===== src/rtl/motor_pkg.sv =====
// Shared types and constants for the motor position controller.
`timescale 1ns/1ps
package motor_pkg;

  typedef enum logic [1:0] {IDLE, DEAD, RUN, FAULT} state_t;

  localparam logic DIR_CW  = 1'b0;
  localparam logic DIR_ACW = 1'b1;

endpackage


===== src/rtl/hall_filter.sv =====
// Hall sensor conditioning: two-flop synchroniser, debounce, and one-cycle
// pulse on each accepted rising edge of the filtered level.
`timescale 1ns/1ps
module hall_filter #(
  parameter int DEB_CYCLES = 1000
) (
  input  logic clk,
  input  logic rst,
  input  logic i_hall,
  output logic o_pulse
);

  localparam int CW = $clog2(DEB_CYCLES + 1);
  localparam logic [CW-1:0] DEB_LAST = CW'(DEB_CYCLES - 1);

  logic          r_sync0;
  logic          r_sync1;
  logic          r_level;
  logic [CW-1:0] r_cnt;
  logic          r_pulse;

  // The level flips only after DEB_CYCLES consecutive clocks of disagreement.
  always_ff @(posedge clk) begin
    if (rst) begin
      r_sync0 <= 1'b0;
      r_sync1 <= 1'b0;
      r_level <= 1'b0;
      r_cnt   <= '0;
      r_pulse <= 1'b0;
    end else begin
      r_sync0 <= i_hall;
      r_sync1 <= r_sync0;
      r_pulse <= 1'b0;
      if (r_sync1 != r_level) begin
        if (r_cnt == DEB_LAST) begin
          r_level <= r_sync1;
          r_cnt   <= '0;
          r_pulse <= r_sync1;
        end else begin
          r_cnt <= r_cnt + 1'b1;
        end
      end else begin
        r_cnt <= '0;
      end
    end
  end

  assign o_pulse = r_pulse;

endmodule


===== src/rtl/motor_pos_ctrl.sv =====
// Single-motor position controller: runs the H-bridge in the commanded
// direction for a number of debounced hall pulses, with dead time and stall.
`timescale 1ns/1ps
module motor_pos_ctrl
  import motor_pkg::*;
#(
  parameter int COUNT_W      = 11,
  parameter int DEB_CYCLES   = 1000,
  parameter int STALL_CYCLES = 1_000_000,
  parameter int DEAD_CYCLES  = 50_000
) (
  input  logic               CLK_50,
  input  logic               Reset,
  input  logic               hallIn,
  input  logic               cmd_valid,
  input  logic               cmd_dir,
  input  logic [COUNT_W-1:0] cmd_count,
  input  logic               abort,
  output logic               cmd_ready,
  output logic               motorCW,
  output logic               motorACW,
  output logic               busy,
  output logic               done,
  output logic               stall,
  output logic [COUNT_W-1:0] pulses_left
);

  localparam int DEAD_W  = $clog2(DEAD_CYCLES + 1);
  localparam int STALL_W = $clog2(STALL_CYCLES + 1);
  localparam logic [DEAD_W-1:0]  DEAD_LAST  = DEAD_W'(DEAD_CYCLES - 1);
  localparam logic [STALL_W-1:0] STALL_LAST = STALL_W'(STALL_CYCLES - 1);

  logic w_pulse;

  hall_filter #(.DEB_CYCLES(DEB_CYCLES)) u_hall (
    .clk     (CLK_50),
    .rst     (Reset),
    .i_hall  (hallIn),
    .o_pulse (w_pulse)
  );

  state_t               r_state;
  logic                 r_dir;
  logic                 r_lastDir;
  logic [COUNT_W-1:0]   r_left;
  logic [DEAD_W-1:0]    r_deadCnt;
  logic [STALL_W-1:0]   r_stallCnt;
  logic                 r_ready;
  logic                 r_cw;
  logic                 r_acw;
  logic                 r_busy;
  logic                 r_done;
  logic                 r_stall;

  // Every output is a register updated on the transition that changes it.
  always_ff @(posedge CLK_50) begin
    if (Reset) begin
      r_state    <= IDLE;
      r_dir      <= DIR_CW;
      r_lastDir  <= DIR_CW;
      r_left     <= '0;
      r_deadCnt  <= '0;
      r_stallCnt <= '0;
      r_ready    <= 1'b1;
      r_cw       <= 1'b0;
      r_acw      <= 1'b0;
      r_busy     <= 1'b0;
      r_done     <= 1'b0;
      r_stall    <= 1'b0;
    end else begin
      r_done <= 1'b0;
      case (r_state)
        IDLE: begin
          if (!abort && cmd_valid) begin
            r_dir  <= cmd_dir;
            r_left <= cmd_count;
            if (cmd_count == '0) begin
              r_done <= 1'b1;
            end else if (cmd_dir != r_lastDir) begin
              r_state   <= DEAD;
              r_deadCnt <= '0;
              r_busy    <= 1'b1;
              r_ready   <= 1'b0;
            end else begin
              r_state    <= RUN;
              r_stallCnt <= '0;
              r_busy     <= 1'b1;
              r_ready    <= 1'b0;
              r_cw       <= (cmd_dir == DIR_CW);
              r_acw      <= (cmd_dir == DIR_ACW);
            end
          end
        end
        DEAD: begin
          if (abort) begin
            r_state   <= IDLE;
            r_busy    <= 1'b0;
            r_ready   <= 1'b1;
            r_lastDir <= r_dir;
          end else if (r_deadCnt == DEAD_LAST) begin
            r_state    <= RUN;
            r_stallCnt <= '0;
            r_cw       <= (r_dir == DIR_CW);
            r_acw      <= (r_dir == DIR_ACW);
          end else begin
            r_deadCnt <= r_deadCnt + 1'b1;
          end
        end
        RUN: begin
          if (abort) begin
            r_state   <= IDLE;
            r_cw      <= 1'b0;
            r_acw     <= 1'b0;
            r_busy    <= 1'b0;
            r_ready   <= 1'b1;
            r_lastDir <= r_dir;
          end else if (w_pulse && r_left != '0) begin
            // A counted edge beats a simultaneous stall expiry.
            r_left     <= r_left - 1'b1;
            r_stallCnt <= '0;
            if (r_left == COUNT_W'(1)) begin
              r_state   <= IDLE;
              r_cw      <= 1'b0;
              r_acw     <= 1'b0;
              r_busy    <= 1'b0;
              r_ready   <= 1'b1;
              r_done    <= 1'b1;
              r_lastDir <= r_dir;
            end
          end else if (r_stallCnt == STALL_LAST) begin
            r_state <= FAULT;
            r_cw    <= 1'b0;
            r_acw   <= 1'b0;
            r_busy  <= 1'b0;
            r_stall <= 1'b1;
          end else begin
            r_stallCnt <= r_stallCnt + 1'b1;
          end
        end
        FAULT: begin
          if (abort) begin
            r_state <= IDLE;
            r_stall <= 1'b0;
            r_ready <= 1'b1;
          end
        end
        default: r_state <= IDLE;
      endcase
    end
  end

  assign cmd_ready   = r_ready;
  assign motorCW     = r_cw;
  assign motorACW    = r_acw;
  assign busy        = r_busy;
  assign done        = r_done;
  assign stall       = r_stall;
  assign pulses_left = r_left;

endmodule


===== config.mk =====
export PLATFORM = sky130hd
export DESIGN_NAME = motor_pos_ctrl
export DESIGN_NICKNAME = d
export VERILOG_FILES = /design/src/rtl/motor_pkg.sv /design/src/rtl/hall_filter.sv /design/src/rtl/motor_pos_ctrl.sv
export SDC_FILE = /design/constraint.sdc
export NUM_CORES = 1
export LEC_CHECK = 0
export ABC_CLOCK_PERIOD_IN_PS = 2420
export BUFFER_PORTS_ARGS = -buffer_cell sky130_fd_sc_hd__buf_2
export CORE_AREA = 2 2 92 94
export CTS_BUF_LIST = sky130_fd_sc_hd__clkbuf_4 sky130_fd_sc_hd__clkbuf_8
export DETAILED_ROUTE_END_ITERATION = 12
export DIE_AREA = 0 0 94 96
export GPL_TIMING_DRIVEN = 0
export PLACE_DENSITY_LB_ADDON = 0.15
export SLEW_MARGIN = 0
export SYNTH_ARGS = -nofsm -noshare
export SYNTH_HDL_FRONTEND = slang
export SYNTH_SLANG_ARGS = --single-unit

===== constraint.sdc =====
create_clock -name CLK_50 -period 2.42 [get_ports CLK_50]
set_clock_uncertainty 0.15 [all_clocks]
set_input_delay 0.363 -clock CLK_50 [delete_from_list [all_inputs] [get_ports CLK_50]]
set_output_delay 0.363 -clock CLK_50 [all_outputs]
set_load 0.01 [all_outputs]

Yosys cells after proc, flatten, opt, wreduce, memory -nomap -nowiden:

Cells that the tools add are included.

* register bits: 71
* input bits: 17
* word-level logic and storage cells: 151
* output and inout port bits: 17

* reduce and logical (&&, ||, !) cells: 25
* bitwise gates (word level): 4
* add/sub/neg operators: 4
* mux-type cells: 72
* eq/ne operators: 29

Operators by type and width (count)
* $mux W20: 8
* $mux W16: 5
* $pmux W20 S3: 1
* $mux W1: 35
* $mux W11: 3
* $pmux W16 S2: 1
* $ne A2 B2 Y1 const B: 13
* $pmux W11 S2: 1
* $add A20 B1 Y20 const B: 1
* $eq A20 B20 Y1 const B: 1
* $mux W2: 10
* $reduce_and A6 Y1: 3
* $add A16 B1 Y16 const B: 1
* $eq A16 B16 Y1 const B: 1
* $reduce_and A8 Y1: 2
* $ne A3 B3 Y1 const B: 4
* $pmux W1 S3: 4
* $eq A11 B1 Y1 const B: 1
* $logic_not A11 Y1: 1
* $reduce_bool A11 Y1: 1
* $sub A11 B1 Y11 const B: 1
* $add A10 B1 Y10 const B: 1
* $eq A10 B10 Y1 const B: 1
* $reduce_and A5 Y1: 2
* other kinds (17): 32

Longest topological paths before layout:

Gate-level depths: netlist of run 1.

* word-level depth: 5
* mapped depth: 10
* depth with buffers taken out: 8

Modules after synthesis:

A second synthesis of run 1 with hierarchy kept.

* cells, all modules: 480
* area, all modules: 3851.2 um^2

By module, submodules not included
* motor_pos_ctrl: cells an instance 420, times used 1, area an instance 3275.6 um^2, seq. area each 1141.1 um^2
* hall_filter: cells an instance 60, times used 1, area an instance 575.6 um^2, seq. area each 280.3 um^2

Worst setup path before layout of run 1:

No wires, ideal clock.

* kind: reg2reg
* from: register r_left[0], in the netlist pulses_left[0]
* to: register r_cw, in the netlist motorCW
* period minus slack after synthesis: 2.433 ns
* setup slack: -0.013 ns
* library setup time: 0.123 ns
* required time: 2.147 ns
* data arrival time: 2.160 ns
* path buffers: 0
* cell stages (with the launch flop): 9
* cells stage by stage: dfxtp_1 -> inv_1 -> ha_1 -> or3b_2 -> o31ai_4 -> nor4b_4 -> o21ba_2 -> nand3b_2 -> mux2_1

* word-level cells in the longest chain between the ends: 5
* elaborated cells between the ends (all ways): 9
* those cells by class: 3 x eq/ne; 3 x mux; 3 x reduce/logical

RTL lines
* from (decl): RTL line motor_pos_ctrl.sv:45 `logic [COUNT_W-1:0] r_left;`
* from (signal assigned): RTL line motor_pos_ctrl.sv:76 `r_left <= cmd_count;`
* from (signal assigned): RTL line motor_pos_ctrl.sv:119 `r_left <= r_left - 1'b1;`
* $reduce_bool A11 Y1: RTL line motor_pos_ctrl.sv:117 `end else if (w_pulse && r_left != '0) begin`
* $logic_and A1 B1 Y1: RTL line motor_pos_ctrl.sv:117
* $mux W1: RTL line motor_pos_ctrl.sv:117
* $mux W1: RTL line motor_pos_ctrl.sv:110 `if (abort) begin`
* $pmux W1 S3: RTL line motor_pos_ctrl.sv:72 `case (r_state)`
* to (signal assigned): RTL line motor_pos_ctrl.sv:89 `r_cw <= (cmd_dir == DIR_CW);`
* to (signal assigned): RTL line motor_pos_ctrl.sv:103 `r_cw <= (r_dir == DIR_CW);`
* to (decl): RTL line motor_pos_ctrl.sv:49 `logic r_cw;`

Several ways; a longest one is shown, not always the timed one.
A chain may end at the register's enable or synchronous reset.

Worst setup path in the final report of run 1:

* from: register r_left[6], in the netlist pulses_left[6]
* to: register r_cw, in the netlist motorCW

Same word-level chain as after synthesis.

==> impl_results.md, run 1 <==
- Die W: 94 um
- Syn_nets: 510
- Met2 wire len: 5120 um
- DR vias/cell: 5.88
- Relative slew margins: 0.540
- Num CTS Buffers: 9
- Hold Fails Final Rpt: 0
- PD cells: 859 nW/um^2
- Yosys reg bits: 71
- FF-to-FF path depth: 6
- Crit Path Class: register to register
- Via Count: 3850
- P&R area growth vs syn: 24.3%
- Final setup fails: 1
- Worst slew pin tran: 0.690 ns
- Cts hold-fix bufs: 0
- CP Launch Type: register
- P_leak: 1.78 nW
- Max rail drop VDD: 0.000530 V
- Clock Sinks: 71
- Layout fillers: 743
- Area of the multi-input gates: 2570 sq um
- Ports: 34
- Met3 wire length: 544 um
- Top routing layer used: met4
- Post-synth top flop: dfxtp_1
- Fin crit period: 2.42 ns
- Final Wtd Congestion: 0.894
- Period utilisation layout: 1.00
- Die ar.: 9020 sq um
- WL final: 10500 um
- TritonCTS clock tree: yes
- Post-DRT Antenna Nets: 0
- Register area share after synthesis: 0.362
- First-pass GRT wire length: 17000 um
- Metal1 wirelength: 4700 um
- DRT iter0 DRCs: 232
- Wire per inst: 16.1 um
- Layout cells sized above 1: 0.262
- Non-Filler Instances: 655
- Root Buffer: clkbuf_8
- FMAX: 413 MHz
- Synth top area cells: dfxtp_1, nor2_1, o21ai_0
- Max-slew violations: 0
- Final worst slack: -0.00190 ns
- Worst Hold Class: input pin to register
- Syn avg cell area: 8.12 sq um
- Initial Util: 0.488
- Ant diodes: 0
- Worst Path Arrival: 2.51 ns
- Synthesized area: 3930 sq um
- Crit path capture type: register
- Nets@finish: 571
- Count of cell types in the netlist: 60
- CTS clk-pin slew, worst paths: 0.08 ns
- Cell taking the most area after synthesis: dfxtp_1
- Synth top area share: 0.362
- Clk_lat worst skew: 0.35 ns
- Row cnt: 33
- Largest net degree at the start of global routing: 14
- CP max stage cell: or4_4
- Crit-path max cell delay: 0.56 ns
- Post-detailed-placement half-perimeter wirelength: 7100 um
- Final core utilization: 0.607
- Total GRT Usage: 0.239
- Status: complete, but fails checks
- Setup WS pre-CTS: -0.469 ns
- Worst path cell trace: or4_4, o31ai_4, nor4b_4, o21ba_4, nand3b_4, mux2_4
- Setup TNS: -0.00190 ns
- Seq. cell area: 1450 sq um
- PortBufs: 32
- CTS Buffer Depth: 2
- Post-Synthesis Cells: 484
- DR pass1 iterations: 6
- EDFF count, synth: 0
- Most frequent cells after synthesis: dfxtp_1, nor2_1, o21ai_0
- Worst Path Required: 2.51 ns
- RSZ-0062 raised after global routing: yes
- Grt total ovfl: 0
- Synth warn: 0
- Total of max-cap violations: 0
- Initial antenna violation count: 0
- Die Ht: 96 um
- Htree depth: 3
- CP max FO: 5
- Dpl cell area: 4220 sq um
- Violated checks: setup timing
- DRC viols: 0
- Core area: 8050 sq um
- Fin area: 4890 sq um
- Cell total after placement: 621
- Count leader, synth: dfxtp_1
- Vias in the first global route: 3621
- Min-Delay Path Depth: 2
- Post-synth ARST share: 0
==> final timing paths <==
kind             startpoint             end  slack (ns)
min                  hallIn  u_hall.r_sync0        0.08
max          pulses_left[6]         motorCW      -0.002
min reg2reg  u_hall.r_sync0  u_hall.r_sync1        0.30
max reg2reg  pulses_left[6]         motorCW      -0.002
==> state kept, by name, indices dropped and copies added (netlist names), 2 cells and up <==
name,flops
r_stallCnt,20
r_deadCnt,16
pulses_left,11
u_hall.r_cnt,10
r_state,2
==> critical path, delay by kind of cell (launching register included) <==
family             cells  cell delay, ns
and+or+nand+nor        3            0.97
DFF                    1            0.37
AOI/OAI and AO/OA      2            0.52
muxes                  1            0.30
==> layout make-up <==
cell class | instances | area share
Sequential cell | 71 | 0.296
Multi-Input combinational cell | 378 | 0.527
Clock inverter | 7 | 0.0248
Clock buffer | 9 | 0.0254
Buffer | 21 | 0.0220
Inverter | 11 | 0.00896
Tap cell | 105 | 0.0269
Timing Repair Buffer | 53 | 0.0691
==> power breakdown <==
group	total, mW	leakage [nW]	internal, mW	switching, mW
combinational	1.65	1.08	0.709	0.944
clock	1.17	0.123	0.688	0.487
sequential	1.37	0.582	1.27	0.101
total	4.20	1.78	2.66	1.53
==> cell usage in the layout (no fill, tap or decap), types with 6 or more instances in the layout <==
| master | count |
|---|---|
| a21oi_1 | 26 |
| a21oi_2 | 6 |
| a31oi_1 | 7 |
| and3_1 | 6 |
| buf_2 | 36 |
| buf_4 | 18 |
| clkbuf_1 | 11 |
| clkbuf_8 | 10 |
| dfxtp_1 | 58 |
| dfxtp_2 | 9 |
| ha_1 | 6 |
| inv_1 | 7 |
| mux2i_1 | 8 |
| nand2_1 | 33 |
| nand3_1 | 18 |
| nand4_1 | 14 |
| nor2_1 | 57 |
| nor2b_1 | 9 |
| nor3_1 | 10 |
| nor4_1 | 11 |
| nor4b_1 | 6 |
| o21ai_0 | 34 |
| or3_1 | 11 |
| or3_4 | 6 |
| xnor2_1 | 15 |
| xor2_1 | 7 |
==> metrics by stage <==
stage          total power [mW]  hold slack, ns
2_1_floorplan              2.29           0.263
3_3_place_gp               2.64           0.280
3_5_place_dp               2.65           0.278
4_1_cts                    4.04          0.0595
5_1_grt                    4.45          0.0828
6_report                   4.20          0.0768
==> layer usage <==
layer,vias to the layer above,track usage
li1,1894,-
met1,1820,0.302
met2,120,0.397
met3,16,0.0446
met4,0,0.110
met5,-,0
==> what timing repair did <==
item	4_1_cts	5_1_grt
setup buffers	12	9
gates resized for setup	42	48
setup endpoints to repair	53	44
pin swaps	10	23
==> cell families after synthesis <==
group                      synth area share
xor gates and xnor gates             0.0513
buffers and inverters                0.0341
adders and majority gates            0.0287
and+or+nand+nor                       0.315
AOI/OAI and AO/OA                     0.184
DFF                                   0.362
muxes                                0.0261
(Power assumes the default switching activity.)
==> run 2, diff against run 1 <==
--- a/config.mk
+++ b/config.mk
@@ -5,7 +5,7 @@
 export SDC_FILE = /design/constraint.sdc
 export NUM_CORES = 1
 export LEC_CHECK = 0
-export ABC_CLOCK_PERIOD_IN_PS = 2420
+export ABC_CLOCK_PERIOD_IN_PS = 2650
 export BUFFER_PORTS_ARGS = -buffer_cell sky130_fd_sc_hd__buf_2
 export CORE_AREA = 2 2 92 94
 export CTS_BUF_LIST = sky130_fd_sc_hd__clkbuf_4 sky130_fd_sc_hd__clkbuf_8
==> constraint.sdc (replaced) <==
create_clock -name CLK_50 -period 2.65 [get_ports CLK_50]
set_clock_uncertainty 0.15 [all_clocks]
set_input_delay 0.3975 -clock CLK_50 [delete_from_list [all_inputs] [get_ports CLK_50]]
set_output_delay 0.3975 -clock CLK_50 [all_outputs]
set_load 0.01 [all_outputs]
==> run 2 against run 1 <==
Effect of this change: die area did not move; highest routed layer unchanged; the flow now finishes without violations; power down 16%; critical endpoint is now r_stallCnt[18]; critical path type unchanged; largest cell class unchanged; hold slack better by 0.040 ns.
==> impl_results.md, run 2 (synthesized netlist as in run 1, its figures left out) <==
- Most frequent cells in the layout: dfxtp_1, nor2_1, o21ai_0 (was dfxtp_1, nor2_1, buf_2)
- Area of the multi-input gates: 2460 sq um (was 2570 sq um)
- P_leak: 1.65 nW (was 1.78 nW)
- Vias in the first global route: 3515 (was 3621)
- Wire per inst: 15.6 um (was 16.1 um)
- P&R area growth vs syn: 16.6% (was 24.3%)
- Clock Sinks: 71 (unchanged)
- Most common cell after layout, fill and taps aside: dfxtp_1 (unchanged)
- Layout cells sized above 1: 0.181 (was 0.262)
- Sw power: 1.32 mW (was 1.53 mW)
- Final setup fails: 0 (was 1)
- Initial Util: 0.488 (unchanged)
- Grt total ovfl: 0 (unchanged)
- DRC viols: 0 (unchanged)
- Initial antenna violation count: 0 (unchanged)
- Htree depth: 3 (unchanged)
- Final worst slack: 0.0608 ns (was -0.00190 ns)
- Ant diodes: 0 (unchanged)
- Crit Path Class: register to register (unchanged)
- Int Power: 2.21 mW (was 2.66 mW)
- Num CTS Buffers: 9 (unchanged)
- Core area: 8050 sq um (unchanged)
- Hold Fails Final Rpt: 0 (unchanged)
- Sequential share of power: 0.352 (was 0.326)
- Clk_lat worst skew: 0.35 ns (about the same)
- CTS Buffer Depth: 2 (unchanged)
- Total power: 3.53 mW (was 4.20 mW)
- Clock power frac: 0.283 (was 0.280)
- First-pass GRT wire length: 16700 um (was 17000 um)
- Period utilisation layout: 0.977 (was 1.00)
- Worst Path Required: 2.78 ns (was 2.51 ns)
- Comb power frac: 0.365 (was 0.394)
- Via Count: 3799 (was 3850)
- Final core utilization: 0.569 (was 0.607)
- Max rail drop VDD: 0.000438 V (was 0.000530 V)
- Nets@finish: 556 (was 571)
- Total GRT Usage: 0.233 (was 0.239)
- Setup TNS: 0 ns (was -0.00190 ns)
- Max-slew violations: 0 (unchanged)
- Status: completed (was complete, but fails checks)
- CP max FO: 9 (was 5)
- Row cnt: 33 (unchanged)
- Worst Path Arrival: 2.72 ns (was 2.51 ns)
- Die W: 94 um (unchanged)
- Root Buffer: clkbuf_8 (unchanged)
- Total of max-cap violations: 0 (unchanged)
- DR pass1 iterations: 5 (was 6)
- WL final: 9960 um (was 10500 um)
- PortBufs: 32 (unchanged)
- DRT iter0 DRCs: 251 (was 232)
- Die Ht: 96 um (unchanged)
- Final hold slack: 0.117 ns (was 0.0768 ns)
- PD cells: 771 nW/um^2 (was 859 nW/um^2)
- Largest net degree at the start of global routing: 13 (was 14)
- Post-DRT Antenna Nets: 0 (unchanged)
- CP Launch Type: register (unchanged)
- Worst Hold Class: input pin to register (unchanged)
- Cts hold-fix bufs: 0 (unchanged)
- DR vias/cell: 5.94 (was 5.88)
- Relative slew margins: 0.575 (was 0.540)
- Die ar.: 9020 sq um (unchanged)
- Sw frac: 0.374 (was 0.365)
- Number of flip-flops in the largest register: 20 (unchanged)
- Fin crit period: 2.59 ns (was 2.42 ns)
- RSZ-0062 raised after global routing: yes (unchanged)
- CTS clk-pin slew, worst paths: 0.08 ns (about the same)
- Worst slew pin tran: 0.637 ns (was 0.690 ns)
- Ports: 34 (unchanged)
- Reg2Reg Setup Slack: 0.06 ns (was -0.002 ns)
- Post-detailed-placement half-perimeter wirelength: 7050 um (was 7100 um)
- Crit path capture type: register (unchanged)
- Biggest register: r_stallCnt (unchanged)
- Setup WS pre-CTS: -0.262 ns (was -0.469 ns)
- TritonCTS clock tree: yes (unchanged)
- Final Wtd Congestion: 0.923 (was 0.894)
- Layout fillers: 754 (was 743)
- FMAX: 386 MHz (was 413 MHz)
- Seq. cell area: 1430 sq um (was 1450 sq um)
run 2: cell types whose count changed in the layout (fill, tap and decap cells not counted), sizes merged:
cell      delta
clkinv       -2
clkinvlp     +1
buf         -19
clkbuf       +6
bufinv       -1
run 2: worst paths after layout:
| check | from | end | cells past startpoint |
|---|---|---|---|
| setup / recovery | r_state[1] | r_stallCnt[18] | 8 |
| hold / removal | hallIn | u_hall.r_sync0 | 2 |
| setup reg to reg | r_state[1] | r_stallCnt[18] | 8 |
| hold reg to reg | u_hall.r_sync0 | u_hall.r_sync1 | 1 |
run 2: area by class of cell:
class | count | share of cell area
Inverter | 11 | 0.00901
Timing Repair Buffer | 37 | 0.0432
Multi-Input combinational cell | 378 | 0.537
Buffer | 22 | 0.0210
Tap cell | 105 | 0.0287
Clock buffer | 11 | 0.0317
Sequential cell | 71 | 0.311
Clock inverter | 5 | 0.0178
run 2: worst max-delay path, stage by stage, from the launching register on:
cell and delay, ns:
dfxtp_1 0.37, inv_1 0.09, ha_2 0.25, nor4b_2 0.19, and3_1 0.25, a2111oi_4 0.36
nand2_2 0.18, or4_1 0.53, a21oi_1 0.15
run 2: power by group through the flow:
stage | Combinational, mW | Sequential [mW] | Clock, mW
6_report | 1.29 | 1.24 | 1.00
4_1_cts | 1.19 | 1.24 | 1.02
2_1_floorplan | 0.822 | 1.27 | 0
3_5_place_dp | 1.15 | 1.26 | 0
5_1_grt | 1.42 | 1.26 | 1.07
3_3_place_gp | 1.15 | 1.26 | 0
run 2: repair_timing:
action / CTS / global route
gates resized for setup: 9 / 29
pin swaps: 2 / 4
setup endpoints to repair: 41 / 42
endpoints found under the hold margin: 0 / 0
buffers inserted: 3 / 2
run 2: routing by layer:
metal | GRT usage | vias to the layer above | part of all wire
met5 | 0 | - | 0
met4 | 0.0918 | 0 | 0.019
met3 | 0.0423 | 21 | 0.049
met2 | 0.379 | 111 | 0.47
met1 | 0.309 | 1798 | 0.47
li1 | - | 1869 | -
run 2: stage by stage:
step / area [sq um] / std cells
after CTS: 4490 / 639
final: 4580 / 640
after global routing: 4580 / 640
after global placement: 4220 / 621
after floorplan: 3930 / 484
after detailed placement: 4220 / 621
